**src/rtl/lsu_ctrl.sv**
```systemverilog
// Load/store control unit: byte/half/word accesses on a single-word memory port,
// sub-word stores as read-modify-write. Optional macro LSU_BOUNDS_CHECK_EN faults out-of-range addresses.
module lsu_ctrl #(
    parameter int ADDR_WORDS_LOG2 = 6
) (
    input  logic        clk,
    input  logic        rst,
    input  logic        req,
    input  logic        is_store,
    input  logic [1:0]  size,
    input  logic        sign_ext,
    input  logic [31:0] addr,
    input  logic [31:0] wdata,
    output logic        busy,
    output logic        done,
    output logic        fault,
    output logic [31:0] rdata,
    output logic [31:0] mem_addr,
    output logic [31:0] mem_wdata,
    output logic        mem_write,
    output logic        mem_read,
    input  logic [31:0] mem_rdata,
    output logic [1:0]  dbg_state
);
    localparam int AW = ADDR_WORDS_LOG2 + 2;

    typedef enum logic [1:0] {IDLE = 2'd0, RD = 2'd1, WR = 2'd2, DONE = 2'd3} state_t;

    state_t        state_q, state_d;
    logic          is_store_q, is_store_d;
    logic [1:0]    size_q, size_d;
    logic          sign_ext_q, sign_ext_d;
    logic [AW-1:0] addr_q, addr_d;
    logic [31:0]   wdata_q, wdata_d;
    logic [31:0]   merge_q, merge_d;
    logic [31:0]   rdata_q, rdata_d;
    logic          busy_q, busy_d;
    logic          done_q, done_d;
    logic          fault_q, fault_d;
    logic          mem_read_q, mem_read_d;
    logic          mem_write_q, mem_write_d;
    logic [31:0]   mem_addr_q, mem_addr_d;
    logic          misaligned;
    logic          out_of_range;
    logic          unused_addr_hi;

    // Big-endian lanes: byte offset k occupies [31-8k -: 8].
    function automatic logic [31:0] extract(input logic [31:0] w, input logic [1:0] sz,
                                            input logic [1:0] off, input logic sx);
        logic [7:0]  b;
        logic [15:0] h;
        b = w[31 - 8*off -: 8];
        h = off[1] ? w[15:0] : w[31:16];
        if (sz[1])
            return w;
        else if (sz[0])
            return {{16{sx & h[15]}}, h};
        else
            return {{24{sx & b[7]}}, b};
    endfunction

    function automatic logic [31:0] merge(input logic [31:0] w, input logic [31:0] d,
                                          input logic [1:0] sz, input logic [1:0] off);
        logic [31:0] r;
        r = w;
        if (sz[1])
            r = d;
        else if (sz[0]) begin
            if (off[1]) r[15:0] = d[15:0];
            else        r[31:16] = d[15:0];
        end else
            r[31 - 8*off -: 8] = d[7:0];
        return r;
    endfunction

    assign misaligned = size[1] ? (addr[1:0] != 2'b00) : (size[0] & addr[0]);
    assign unused_addr_hi = ^addr[31:AW];
`ifdef LSU_BOUNDS_CHECK_EN
    assign out_of_range = |addr[31:AW];
`else
    assign out_of_range = 1'b0;
`endif

    always_comb begin
        state_d    = state_q;
        is_store_d = is_store_q;
        size_d     = size_q;
        sign_ext_d = sign_ext_q;
        addr_d     = addr_q;
        wdata_d    = wdata_q;
        merge_d    = merge_q;
        rdata_d    = rdata_q;
        fault_d    = 1'b0;
        case (state_q)
            IDLE: begin
                if (req) begin
                    is_store_d = is_store;
                    size_d     = size;
                    sign_ext_d = sign_ext;
                    addr_d     = addr[AW-1:0];
                    wdata_d    = wdata;
                    if (misaligned || out_of_range) begin
                        state_d = DONE;
                        fault_d = 1'b1;
                    end else if (is_store && size[1])
                        state_d = WR;
                    else
                        state_d = RD;
                end
            end
            RD: begin
                if (is_store_q) begin
                    merge_d = mem_rdata;
                    state_d = WR;
                end else begin
                    rdata_d = extract(mem_rdata, size_q, addr_q[1:0], sign_ext_q);
                    state_d = DONE;
                end
            end
            WR:      state_d = DONE;
            default: state_d = IDLE;
        endcase
        // Outputs are registered against the state being entered.
        busy_d      = (state_d != IDLE);
        done_d      = (state_d == DONE);
        mem_read_d  = (state_d == RD);
        mem_write_d = (state_d == WR);
        mem_addr_d  = (state_d == RD || state_d == WR) ? 32'(addr_d[AW-1:2]) : 32'h0;
    end

    always_ff @(posedge clk or negedge rst) begin
        if (!rst) begin
            state_q     <= IDLE;
            is_store_q  <= 1'b0;
            size_q      <= 2'b00;
            sign_ext_q  <= 1'b0;
            addr_q      <= '0;
            wdata_q     <= 32'h0;
            merge_q     <= 32'h0;
            rdata_q     <= 32'h0;
            busy_q      <= 1'b0;
            done_q      <= 1'b0;
            fault_q     <= 1'b0;
            mem_read_q  <= 1'b0;
            mem_write_q <= 1'b0;
            mem_addr_q  <= 32'h0;
        end else begin
            state_q     <= state_d;
            is_store_q  <= is_store_d;
            size_q      <= size_d;
            sign_ext_q  <= sign_ext_d;
            addr_q      <= addr_d;
            wdata_q     <= wdata_d;
            merge_q     <= merge_d;
            rdata_q     <= rdata_d;
            busy_q      <= busy_d;
            done_q      <= done_d;
            fault_q     <= fault_d;
            mem_read_q  <= mem_read_d;
            mem_write_q <= mem_write_d;
            mem_addr_q  <= mem_addr_d;
        end
    end

    // Word stores bypass RD, so merge() ignores merge_q for full-word size.
    assign mem_wdata = mem_write_q ? merge(merge_q, wdata_q, size_q, addr_q[1:0]) : 32'h0;
    assign busy      = busy_q;
    assign done      = done_q;
    assign fault     = fault_q;
    assign rdata     = rdata_q;
    assign mem_addr  = mem_addr_q;
    assign mem_read  = mem_read_q;
    assign mem_write = mem_write_q;
    assign dbg_state = state_q;
endmodule

```
**config.mk**
```make
export PLATFORM = sky130hd
export DESIGN_NAME = lsu_ctrl
export DESIGN_NICKNAME = d
export VERILOG_FILES = /design/src/rtl/lsu_ctrl.sv
export SDC_FILE = /design/constraint.sdc
export NUM_CORES = 1
export LEC_CHECK = 0
export CAP_MARGIN = 20
export CORE_ASPECT_RATIO = 0.75
export CORE_MARGIN = 2
export CORE_UTILIZATION = 36
export CTS_CLUSTER_SIZE = 10
export DETAILED_ROUTE_END_ITERATION = 10
export DONT_BUFFER_PORTS = 1
export PLACE_DENSITY = 0.57
export SLEW_MARGIN = 10
export SYNTH_ARGS = -nofsm -noshare
export SYNTH_HDL_FRONTEND = slang
export SYNTH_SLANG_ARGS = --single-unit
export TNS_END_PERCENT = 30
```
**constraint.sdc**
```tcl
create_clock -name clk -period 2.6 [get_ports clk]
set_input_delay 0.52 -clock clk [delete_from_list [all_inputs] [get_ports clk]]
set_output_delay 0.52 -clock clk [all_outputs]
set_load 0.05 [all_outputs]
```
==> results of run 1 <==
## flip-flops by register name (all words and copies together) (netlist names), 2 cells and up
| register | cells |
|---|---|
| mem_addr | 6 |
| merge_q | 32 |
| size_q | 2 |
| addr_q | 8 |
| rdata | 32 |
| wdata_q | 32 |
| dbg_state | 2 |
## where the power goes
part | switching [mW] | internal, mW | total [mW] | leakage, nW
registers | 1.87 | 2.84 | 4.71 | 1.42
logic | 3.35 | 2.28 | 5.64 | 1.43
clock network | 0.933 | 1.24 | 2.18 | 0.259
total | 6.15 | 6.37 | 12.5 | 3.11
## worst register-to-register path: stages (launching register included)
cell and delay, ns:
dfrtp_1 0.37, inv_1 0.07, ha_1 0.18, nor2b_2 0.23, buf_4 0.28, nand3_1 0.51, o22ai_1 0.38
## Yosys cell counts (all sizes together) (2+ instances only)
library cell,number,share of area [%]
dfrtp,121,49
mux2,78,14
a21oi,44,3.6
o21ai,44,3.6
buf,42,4.4
nand2,34,2.1
clkbuf,27,1.6
o22ai,25,2.5
nor2,19,1.2
mux2i,17,2.8
or3b,15,2.1
a21o,9,1.1
a31oi,9,0.91
nand3,9,0.73
o221ai,9,1.3
a221oi,8,1.1
ha,8,1.6
a21boi,7,0.85
inv,7,0.43
o22a,7,0.99
o311ai,7,0.99
and2,6,0.61
nand2b,2,0.20
nor2b,2,0.20
o21bai,2,0.24
or2,2,0.20
## cells in the final DEF (no fill, tap or decap), drive strengths merged, types with 6 or more instances in the layout
cell / instances
mux2: 78
or3b: 15
o21ai: 44
a221oi: 8
a21o: 9
a31oi: 9
clkbuf: 19
nand2: 34
dfrtp: 121
and2: 6
nand3: 9
o221ai: 9
buf: 65
a21boi: 7
mux2i: 17
inv: 12
nor2: 19
conb: 26
o22ai: 25
o311ai: 7
o22a: 7
a21oi: 44
ha: 8
## how the worst max path moves through the flow
stage	startpoint	depth (start not counted)	endpoint	slack, ns
after floorplan	addr_q[0]	4	mem_wdata[27]	-0.03
after global placement	size_q[0]	4	mem_wdata[27]	0.30
after CTS	size_q[0]	4	mem_wdata[31]	-0.005
after global routing	size_q[0]	4	mem_wdata[27]	-0.05
final	size_q[0]	4	mem_wdata[27]	0.02
after detailed placement	size_q[0]	4	mem_wdata[27]	0.27
## metal layers
metal | GRT usage (%) | vias up | part of all wire (%)
li1 | - | 2116 | -
met1 | 28.2 | 2380 | 42
met2 | 29.6 | 251 | 43
met3 | 11.2 | 33 | 13
met4 | 6.02 | 2 | 1.8
met5 | 0 | - | 0.067
## layout make-up
cell class | instances | share of cell area [%]
Tap cell | 215 | 3.71
Inverter | 7 | 0.362
Multi-Input combinational cell | 395 | 39.6
Clock inverter | 13 | 1.59
Sequential cell | 121 | 41.8
Clock buffer | 19 | 5.96
Timing Repair Buffer | 65 | 6.95
## what timing repair did
action / 4_1_cts / 5_1_grt
hold endpoints to repair: 121 / 121
gates resized for setup: 3 / 9
setup endpoints to repair: 28 / 24
setup buffers: 2 / 2
pin swaps: 2 / 1
## metrics by stage
stage / hold WS, ns / worst slack, ns / TNS (ns) / std cells
after global routing: -0.223 / -0.0547 / -0.161 / 835
after detailed placement: 0.230 / 0.266 / 0 / 799
after floorplan: 0.224 / -0.0328 / -0.131 / 592
after global placement: 0.229 / 0.297 / 0 / 799
final: -0.201 / 0.0248 / 0 / 835
after CTS: -0.215 / -0.00490 / -0.00490 / 833
## cells by family after synthesis
| group | synth area share [%] |
|---|---|
| AO/OA/AOI/OAI | 17.9 |
| multiplexers | 17.4 |
| flip-flops | 49.0 |
| other | 0.0607 |
| buffers and inverters | 6.42 |
| adder cells (fa/ha/maj) | 1.62 |
| AND/OR/NAND/NOR | 7.54 |
==> metrics.cfg, run 1 <==
[routing]
first_pass_iters = 5
ant_nets = 0
wirelength_mm = 19.3
num_vias = 4782
post-route-drc-count = 0
avgRoutedWirePerCell_um = 23.1
viasPerCell = 5.73
drt_iter0_drc = 390

[floorplanning]
start_util_pct = 36.7
num_rows = 41
dieArea_um2 = 18200
die_w_um = 155
io-pin-count = 206
core-area_um2 = 16800
dieHeight_um = 117

[clock_tree]
cts_buffers = 17
root_buffer = clkbuf_16
htreeDepth = 4
clock_sinks = 121
insertion_delay_ns = 0.42
cts_tree = yes
clockBufferDepth = 2
clk_pin_slew_ns = 0.06

[final_layout]
drive_gt1_share_pct = 32.9
stdcell_area_um2 = 7260
fill_cells = 1594
antenna_cells = 0
synthToLayoutAreaGrowth_pct = 17.6
seqCellArea_um2 = 3030
nets = 718
multiInputGateArea_um2 = 2880
final_util_pct = 43.1

[sta]
fin_crit_ns = 2.58
setup_viol = 0
rsz0062_at_grt = yes
hold_viol = 121
maxSlewHeadroom_pct = 56.0
slew_viol_final = 0
timing.final.crit_share_pct = 99.0
timing.hold.ws_ns = -0.201
final.setup_skew_ns = 0.00899
fmax_ghz = 0.388
worst_pin_slew_ns = 0.658

[yosys]
syn-instance-count = 567
synth.avg_cell_area_um2 = 10.9
ys_ff_latch = 121
synthFlopType = dfrtp_1
netlist_area_um2 = 6170
synthDistinctLibCells = 37
ys_seq_area_share_pct = 49.0
synth_edf_count = 0
ys_async_sr_fraction_pct = 100
yosys_warnings = 0

[setup_path]
critPathMaxStageDelay_ns = 0.56
r2r_end = rdata[31]
crit_path_max_fanout = 13
critPathKind = flop to output pin
cp-start-kind = flop
reg2reg_slack_ns = 0.47
critPathTopFamily = flip-flops
required_ns = 2.08
r2r_start = dbg_state[1]
cp_slowest_cell = dfrtp_4
worstPathCellList = or3b_2 -> a21o_1 -> a31oi_1 -> buf_4
reg2reg_depth = 6
arrival_ns = 2.06
worst-path-buf-inv = 1
endpoint_kind = output pin

[place]
placed_cell_area_um2 = 6650
io_buffer_count = 0
dpl.hpwl_mm = 13.9
gp_congestion = 0.866

[grt]
grt_antenna_before_repair = 1
grt_pass1_wl_mm = 28.8
grt.total_usage_pct = 21.1
grt_max_degree = 122
grt_overflow_total = 0
grt_pass1_vias = 4729

[job]
max-cap-violations = 0

[power_and_ir_drop]
peakVddDrop_v = 0.000687
powerDensity_nw_per_um2 = 1730
p_leak_nw = 3.11
finalPower_mw = 12.5

[worst_hold_path]
hold_path_class = input pin to async pin

[status]
outcome = complete, but fails checks
failed_checks = hold timing

(Power assumes the default switching activity.)
==> run 2, diff against run 1 <==
SKIP_LAST_GASP = 1   (was unset)
==> run 2 against run 1 <==
Against the previous run:
- the flow still finishes with violations (hold timing)
- design area decreased by 0.19%
- largest power group unchanged
- critical path type unchanged
- total power decreased by 0.21%
- highest routed layer unchanged
- clock power about the same
- sequential cell count unchanged
- critical endpoint unchanged
==> metrics.cfg, run 2 (synthesis gave the netlist of run 1 again) <==
[grt]
grt_max_degree = 122  ; unchanged
grt_antenna_before_repair = 1  ; unchanged
grt_pass1_vias = 4729  ; unchanged
grt_pass1_wl_mm = 28.8  ; unchanged
grtUsageMet1_pct = 28.2  ; unchanged
busiest_layer = met2
grt_overflow_total = 0  ; unchanged
grt_use_met3_pct = 11.2  ; unchanged
grt_use_met2_pct = 29.6  ; unchanged
grt.total_usage_pct = 21.1  ; unchanged

[place]
dp.cells = 799  ; unchanged
gp_congestion = 0.866  ; unchanged
placed_cell_area_um2 = 6650  ; unchanged
io_buffer_count = 0  ; unchanged
dpl.hpwl_mm = 13.9  ; unchanged

[floorplanning]
num_rows = 41  ; unchanged
dieArea_um2 = 18200  ; unchanged
start_util_pct = 36.7  ; unchanged
core-area_um2 = 16800  ; unchanged
io-pin-count = 206  ; unchanged
die_w_um = 155  ; unchanged
dieHeight_um = 117  ; unchanged

[power_and_ir_drop]
powerDensity_nw_per_um2 = 1730  ; about the same
power_switching_mw = 6.15  ; about the same
p_comb_share_pct = 44.9  ; about the same
p_leak_nw = 3.11  ; about the same
clkPwrFrac_pct = 17.4  ; about the same
seq_power_share_pct = 37.6  ; about the same
peakVddDrop_v = 0.000687  ; about the same
swShare_pct = 49.2  ; +0.069 points
internal_power_mw = 6.35  ; -0.34%

[setup_path]
r2r_start = addr_q[1]
critPathKind = flop to output pin
r2r_end = rdata[10]
endpoint_kind = output pin
cp-start-kind = flop
arrival_ns = 2.07  ; about the same
crit_path_start = size_q[0]
crit_path_max_fanout = 13  ; unchanged
required_ns = 2.08  ; about the same
reg2reg_slack_ns = 0.35  ; -0.12 ns
reg2reg_depth = 4  ; -2

[final_layout]
synthToLayoutAreaGrowth_pct = 17.4
final_cell_mix = dfrtp_1, mux2_2, buf_4
nets = 718  ; unchanged
final_common_cell = dfrtp_1
antenna_cells = 0  ; unchanged
drive_gt1_share_pct = 32.6  ; -0.32 points
stdcell_area_um2 = 7250  ; -0.19%
instances_no_fill = 835  ; unchanged

[sta]
slew_viol_final = 0  ; unchanged
timing.final.crit_share_pct = 99.5  ; +0.48 points
final.setup_skew_ns = 0.00881  ; -0.000179 ns
fin_crit_ns = 2.59  ; +0.0124 ns
worst_pin_slew_ns = 0.670  ; +0.0121 ns
rsz0062_at_grt = yes
fin_tns_setup_ns = 0  ; unchanged
timing.hold.ws_ns = -0.201  ; -0.000232 ns
fmax_ghz = 0.386  ; -0.48%
hold_viol = 121  ; unchanged
maxSlewHeadroom_pct = 55.2  ; -0.81 points
setup_viol = 0  ; unchanged

[status]
outcome = complete, but fails checks
failed_checks = hold timing

[worst_hold_path]
hold_path_class = input pin to async pin

[clock_tree]
clock_sinks = 121  ; unchanged
clk_pin_slew_ns = 0.06  ; about the same
htreeDepth = 4  ; unchanged
insertion_delay_ns = 0.42  ; about the same
cts_buffers = 17  ; unchanged
cts_tree = yes
clockBufferDepth = 2  ; unchanged
root_buffer = clkbuf_16

[routing]
wirelength_mm = 19.3  ; about the same
viasPerCell = 5.74  ; +0.29%
num_vias = 4796  ; +0.29%
drt_iter0_drc = 433  ; +11%
first_pass_iters = 5  ; unchanged
avgRoutedWirePerCell_um = 23.1  ; about the same
post-route-drc-count = 0  ; unchanged
ant_nets = 0  ; unchanged

[job]
max-cap-violations = 0  ; unchanged

==> run 2: cell types whose count changed in the layout (fill, tap and decap cells not counted) <==
cell / previous run / this run
or3b_4: 2 / 0
dfrtp_2: 2 / 1
buf_6: 1 / 0
dfrtp_1: 118 / 119
or3b_2: 13 / 15
mux2i_1: 15 / 16
mux2i_2: 2 / 1
buf_4: 63 / 64
==> run 2: power groups by stage <==
| stage | Sequential [mW] | Combinational [mW] | Clock [mW] |
|---|---|---|---|
| 2_1_floorplan | 4.47 | 4.02 | 0 |
| 3_5_place_dp | 4.73 | 5.45 | 0 |
| 4_1_cts | 4.70 | 5.54 | 2.23 |
| 6_report | 4.71 | 5.61 | 2.18 |
| 3_3_place_gp | 4.71 | 5.30 | 0 |
| 5_1_grt | 4.81 | 6.03 | 2.33 |
==> run 2: worst max path at each step <==
stage | end | cells past startpoint
final | mem_wdata[27] | 4
after detailed placement | mem_wdata[27] | 4
after global placement | mem_wdata[27] | 4
after CTS | mem_wdata[27] | 4
after floorplan | mem_wdata[27] | 4
after global routing | mem_wdata[25] | 4
==> run 2: through the flow <==
stage	total power, mW	worst slack (ns)	hold WS, ns	util (%)
floorplan	8.49	-0.0328	0.224	-
global placement	10.0	0.297	0.229	39.5
detailed placement	10.2	0.266	0.230	39.5
CTS	12.5	-0.00816	-0.215	42.9
global route	13.2	-0.0803	-0.223	43.1
finish	12.5	0.0124	-0.201	43.1
==> run 2: timing repair <==
item / in CTS / in global routing
gates cloned: 0 / 0
gates resized for setup: 3 / 4
setup buffers: 2 / 2
endpoints found under the hold margin: 121 / 121
endpoints found under the setup margin: 28 / 24
==> run 2: layout make-up <==
class	count	area, um^2
clock inverters	13	115
well taps	215	269
multi-input cells	395	2870
repair buffers	65	500
flip-flops and latches	121	3030
fillers	1596	9580
clock buffers	19	433
inverters	7	26.3
==> run 2: worst max-delay path: stages, from the launching register on <==
cell and delay (ns):
dfrtp_4 0.55, or3b_2 0.46, a21o_1 0.20, a31oi_1 0.20
buf_4 0.23
==> run 2: routing by layer <==
metal / wire (um) / part of all wire [%]
met2: 8280 / 43
met4: 339 / 1.8
met3: 2550 / 13
met5: 13 / 0.067
met1: 8110 / 42
==> run 3, diff against run 2 <==
CAP_MARGIN = unset   (was 20)
==> results of run 3 <==
Final layout, timing and power as in run 2 (identical DEF).
==> RTL change 1, RTL diff (flow settings as in run 1) <==
The output `mem_addr` loses its register stage (`mem_addr_q` becomes a continuous assignment).
--- a/src/rtl/lsu_ctrl.sv
+++ b/src/rtl/lsu_ctrl.sv
@@ -145,3 +145,2 @@
             mem_write_q <= 1'b0;
-            mem_addr_q  <= 32'h0;
         end else begin
@@ -160,5 +159,6 @@
             mem_write_q <= mem_write_d;
-            mem_addr_q  <= mem_addr_d;
         end
     end
+
+    assign mem_addr_q = mem_addr_d;
 
Formal check against the unedited RTL: not equivalent (Yosys sat finds a counterexample within 4 cycles, from zero or initial values and one cycle with rst low).
==> RTL change 1 against run 1 <==
- the run ends with negative hold slack, negative setup slack left
- final area increased by 0.48%
- routed wire length fell by 4.9%
- worst setup slack lost 0.053 ns
- sequential cell count is 6 lower
- clock skew is 0.00069 ns lower
- critical path type unchanged
- area after synthesis is 2.4% lower
- critical path depth is 1 higher
Power is not shown: default switching activity piles up to over one toggle a cycle in this logic, so the estimate is an artifact.
==> RTL change 1: results (changes against run 1) <==
The routing usage on met2 is 30.60% (+1.0 points). The number of detailed-routing iterations run before antenna repair is 5 (unchanged). For the worst-skew pair, the clock arrives at the later sink with an insertion delay of 0.41 ns.

The mean post-synth cell area came out at 10.74 um2 (-1.4%). The clock tree buffer depth was 2 (unchanged). The number of DRC markers in iteration 0 is 325 (-17%). The met2 routed wirelength is 8.440 mm (+1.6%). The final-report setup violation count was 2 (+2). The number of sinks handled by clock tree synthesis is 115 (-5.0%). The run finished, with violations left.

The worst clock skew is 0.008295 ns (-0.0006948 ns). The largest individual stage delay along the critical path comes from the cell or3b_2. The first-pass GRT wire length came out at 27.08 mm (-5.9%). The total wirelength of the detailed-routed design came to 18.34 mm (-4.9%). The fraction of final layout cells with drive strength greater than 1 is 36.25% (+3.3 points). The final RePlAce weighted congestion is 0.8246 (-4.8%). The arrival time at the worst endpoint came out at 2.11 ns (+0.05 ns). The worst hold slack after final layout came out at -0.1943 ns (+0.006563 ns). The via density per instance is 5.713 (-0.25%). The total number of H-tree levels came out at 4 (unchanged). The number of global-route vias before repair came to 4571 (-3.3%). The worst stage delay on the critical path is 0.48 ns (-0.08 ns). The number of fill cells in the layout came out at 1517 (-4.8%).

The largest driver fanout on the critical path is 8 (-5). The highest routed metal layer is met5. The number of placed instances, taps included is 785 (-1.8%). Among cell families on the critical path, the largest total delay comes from simple AND/OR/NAND/NOR gates. The pin count of the biggest net entering global routing came to 116 (-4.9%).

The sum of met3 wire segment lengths after detailed routing was 1.865 mm (-28%). The met1 track demand over resource in global routing came out at 26.59% (-1.6 points). The initial antenna violation count is 1 (unchanged). The portion of the post-synthesis area used by sequential elements is 47.78% (-1.3 points). In the synthesized netlist, the cells that appear most often are dfrtp_1, mux2_2, a21oi_1. The fraction of synthesis flops using an asynchronous set or reset pin came to 100.0% (unchanged). The number of buffers inserted during clock tree synthesis came out at 17 (unchanged). The worst slew slack as a fraction of its limit was 61.72% (+5.7 points).

The setup TNS came out at -0.05151 ns (-0.05151 ns). The overall global routing resource usage came out at 20.07% (-1.0 points). The per-cell routed wire length came out at 22.15 um (-4.1%). The number of buffer cells added on primary ports is 0 (unchanged). The met3 usage is 8.863% (-2.4 points). The placed instance area is 0.006480 mm2 (-2.5%). The placed wire-length estimate after detailed placement is 12.95 mm (-7.0%).

The type of the worst min-delay path is input pin to async pin. After synthesis, the cell types taking the most area are dfrtp_1, mux2_2, a21oi_1. The final-report hold violation count was 115 (-5.0%). The setup slack of the critical path after layout came out at -0.02860 ns (-0.05340 ns). The area fraction of the dominant cell type after synthesis is 47.78% (-1.3 points). The checks that failed: negative hold slack, negative setup slack. The wire length on met1 is 7.861 mm (-2.1%).

The post-placement worst setup slack came to 0.2448 ns (-0.02150 ns).
-- RTL change 1: cell types whose count changed after synthesis, sizes merged --
cell / change
dfrtp: -6
buf: +1
clkbuf: -1
-- RTL change 1: path summary, 6_finish.rpt --
kind                            endpoint    startpoint  slack [ns]  cells past startpoint
setup / recovery           mem_wdata[29]     addr_q[0]       -0.03                      5
hold reg to reg                addr_q[5]     addr_q[5]        0.50                      1
hold / removal               wdata_q[16]           rst       -0.19                      0
max in group asynchronous   dbg_state[1]           rst        2.57                      0
min in group clk              merge_q[2]  mem_rdata[2]        0.25                      1
setup reg to reg                rdata[8]     addr_q[0]        0.55                      4
-- RTL change 1: worst register-to-register path, delay by kind of cell, from the launching register on --
kind            cells  cell delay [ns]
compound gates      2             0.74
buf+inv             1             0.16
flops               1             0.45
mux                 1             0.55
-- RTL change 1: layout make-up --
class,count,area (um2),area share (%)
multi-input combinational,395,2953,40.48
clock buffer,26,519.2,7.118
clock inverter,4,70.07,0.9605
timing repair buffer,71,573.1,7.856
sequential,115,2888,39.59
inverter,7,28.78,0.3945
tap,210,262.8,3.602
-- RTL change 1: what timing repair did --
action	4_1_cts	5_1_grt
hold endpoints to repair	115	115
cloned	0	0
gates resized for setup	12	25
buffers inserted	6	7
pin swaps	8	14
setup endpoints to repair	23	28
-- RTL change 1: logic make-up after synthesis --
group | Yosys count | synth area share (%)
compound gates | 174 | 18.34
fa+ha+maj | 8 | 1.662
flops | 115 | 47.78
mux | 96 | 17.84
buf+inv | 76 | 6.585
other cells | 1 | 0.06226
simple gates | 91 | 7.728
==> RTL change 2, RTL diff (flow settings as in run 1) <==
Without the edit above. Add a define of `LSU_BOUNDS_CHECK_EN`.
--- a/src/rtl/lsu_ctrl.sv
+++ b/src/rtl/lsu_ctrl.sv
@@ -2,2 +2,4 @@
 // sub-word stores as read-modify-write. Optional macro LSU_BOUNDS_CHECK_EN faults out-of-range addresses.
+`define LSU_BOUNDS_CHECK_EN
+
 module lsu_ctrl #(
Behaviour: not the same (a bounded check fails within 4 cycles, from zero or initial values and one cycle with rst low).
==> RTL change 2 against run 1 <==
- the run still ends with negative hold slack left
- first-iteration DRC count shrank 11%
- clock power up 14%
- routed wire length fell by 2.0%
- area after synthesis increased by 2.0%
- final area is 3.5% higher
- register-to-register slack got worse by 0.22 ns
- total power grew 4.7%
- worst setup slack gained 0.016 ns
- global-route usage shrank 0.14 points
- sequential share of layout area is 1.5 points lower
- sequential power grew 2%
- cell count grew 5.5%
- clock skew down 0.0036 ns
- largest cell class unchanged
- sequential cell count unchanged
==> RTL change 2: results (changes against run 1) <==
On the critical path, the stage with the largest delay is an instance of dfrtp_2. The pin count of the biggest net entering global routing is 122 (unchanged). The largest driver fanout on the critical path is 18 (+5). The total number of H-tree levels came out at 4 (unchanged).

The final reports fail on negative hold slack. The mean post-synth cell area is 10.60 um2 (-2.7%). The number of buffer cells added on primary ports was 0 (unchanged). Among cell families on the critical path, the largest total delay comes from buffers and inverters. The clock tree buffer depth was 2 (unchanged).

The portion of the post-synthesis area used by sequential elements came to 48.10% (-0.95 points). The initial antenna violation count is 3 (+2). The number of buffers inserted during clock tree synthesis came out at 17 (unchanged). The clock-pin slew of the registers on the worst-case setup and hold paths is 0.06 ns (about the same). The number of detailed-routing iterations run before antenna repair came out at 5 (unchanged). The number of fill cells in the layout is 1597 (+0.19%).

The flow ran to the end, but the final reports show violations. The met1 track demand over resource in global routing is 28.72% (+0.50 points). The number of placed instances, taps included came out at 842 (+5.4%). The cell sitting at the root of the clock tree is a clkbuf_16.

The first-pass GRT wire length is 28.93 mm (+0.57%). The final-stage net count is 743 (+3.5%). The routing usage on met2 came out at 30.95% (+1.4 points).

The final-report hold violation count is 121 (unchanged). Sorting the synthesized cells by area gives the leading types as dfrtp_1, mux2_2, nand2_1. The reported leakage power is 3.362 nW (+8.0%). Among all flip-flop cells after synthesis, the most frequent one is dfrtp_1.

The fraction of final layout cells with drive strength greater than 1 is 29.24% (-3.7 points). The fraction of synthesis flops using an asynchronous set or reset pin came out at 100.0% (unchanged). The placed wire-length estimate after detailed placement came to 13.89 mm (-0.28%).

The final RePlAce weighted congestion came out at 0.8345 (-3.7%). The slew at the pin closest to its max-slew limit is 0.6388 ns (-0.01889 ns). The arrival time at the worst endpoint came to 2.04 ns (-0.02 ns). The worst stage delay on the critical path came out at 0.43 ns (-0.13 ns). The number of DRC markers in iteration 0 was 347 (-11%). The post-synthesis cell type count came out at 44 (+19%). The worst clock skew came out at 0.005422 ns (-0.003568 ns). The number of global-route vias before repair is 4762 (+0.70%). The total number of vias is 4683 (-2.1%). The placed instance area is 0.006818 mm2 (+2.6%). The clock latency at the later pin of the worst-skew pair came out at 0.42 ns (about the same). The worst hold slack after final layout came out at -0.2029 ns (-0.002044 ns).

The per-cell routed wire length came out at 21.46 um (-7.1%). The largest voltage drop on the vdd net came out at 0.8217 mV (+20%). The worst hold path belongs to the class input pin to async pin.

The commonest cells after synthesis are dfrtp_1, mux2_2, nand2_1. The overall global routing resource usage is 20.95% (-0.14 points). The met3 usage is 7.957% (-3.3 points). The total wirelength of the detailed-routed design came out at 18.90 mm (-2.0%).

The warning count from the yosys run is 0 (unchanged).
==> RTL change 2: cell types whose count changed in the layout (fill, tap and decap cells not counted), sizes merged, moves of 8 or more <==
cell,before,now
nand2,34,82
nand3,9,0
o21ai,44,31
a21boi,7,16
o211a,0,8
o22ai,25,8
a21o,9,1
a2bb2oi,0,8
a31oi,9,1
or3b,15,0
==> RTL change 2: repair_timing <==
item,4_1_cts,5_1_grt
pin swaps,1,2
gates resized for setup,6,3
endpoints found under the hold margin,121,121
endpoints found under the setup margin,22,14
setup buffers,3,4
==> RTL change 2: logic make-up (layout without fill, tap and decap cells) <==
kind of cell	after synthesis	in the layout	synth area share (%)
DFF	121	121	48.10
and+or+nand+nor	137	137	9.601
buffers and inverters	82	106	6.997
muxes	96	96	17.11
other	1	28	0.05957
adders and majority gates	8	8	1.590
AOI/OAI and AO/OA	149	149	16.54
==> RTL change 2: metal layers <==
metal	wire length [um]	share of wire [%]	vias up
met5	13	0.069	-
met4	260	1.4	2
met3	1835	9.7	21
met2	8318	44	196
met1	8476	45	2324
li1	-	-	2140
==> RTL change 2: report_power, final <==
| part | internal (mW) | switching, mW |
|---|---|---|
| Clock | 1.64 | 0.854 |
| Sequential | 2.84 | 1.95 |
| Combinational | 2.48 | 3.34 |
| Total | 6.96 | 6.15 |
==> RTL change 2: path summary, 6_finish.rpt <==
| path | startpoint | to | slack, ns | cells past startpoint |
|---|---|---|---|---|
| hold / removal | rst | wdata_q[27] | -0.20 | 0 |
| setup / recovery | addr_q[0] | mem_wdata[14] | 0.04 | 6 |
| hold reg to reg | addr_q[2] | addr_q[2] | 0.49 | 1 |
| setup reg to reg | dbg_state[0] | mem_addr[1] | 0.25 | 8 |
| min in group clk | mem_rdata[30] | rdata[30] | 0.22 | 2 |
| max in group asynchronous | rst | rdata[24] | 2.60 | 0 |
==> RTL change 2: final cells by class <==
type	count	area [um2]	area share (%)
diodes	2	5.005	0.06660
clock buffers	22	464.2	6.177
clock inverters	8	145.1	1.931
inverters	13	48.80	0.6494
multi-input cells	416	2954	39.31
flip-flops and latches	121	3032	40.34
well taps	236	295.3	3.929
repair buffers	63	570.5	7.592
==> RTL change 2: per-stage QoR <==
stage | setup TNS [ns] | setup WS, ns
global route | -0.2231 | -0.05120
finish | 0 | 0.04057
global placement | 0 | 0.3235
detailed placement | 0 | 0.2621
floorplan | -2.834 | -0.3416
CTS | 0 | 0.005697
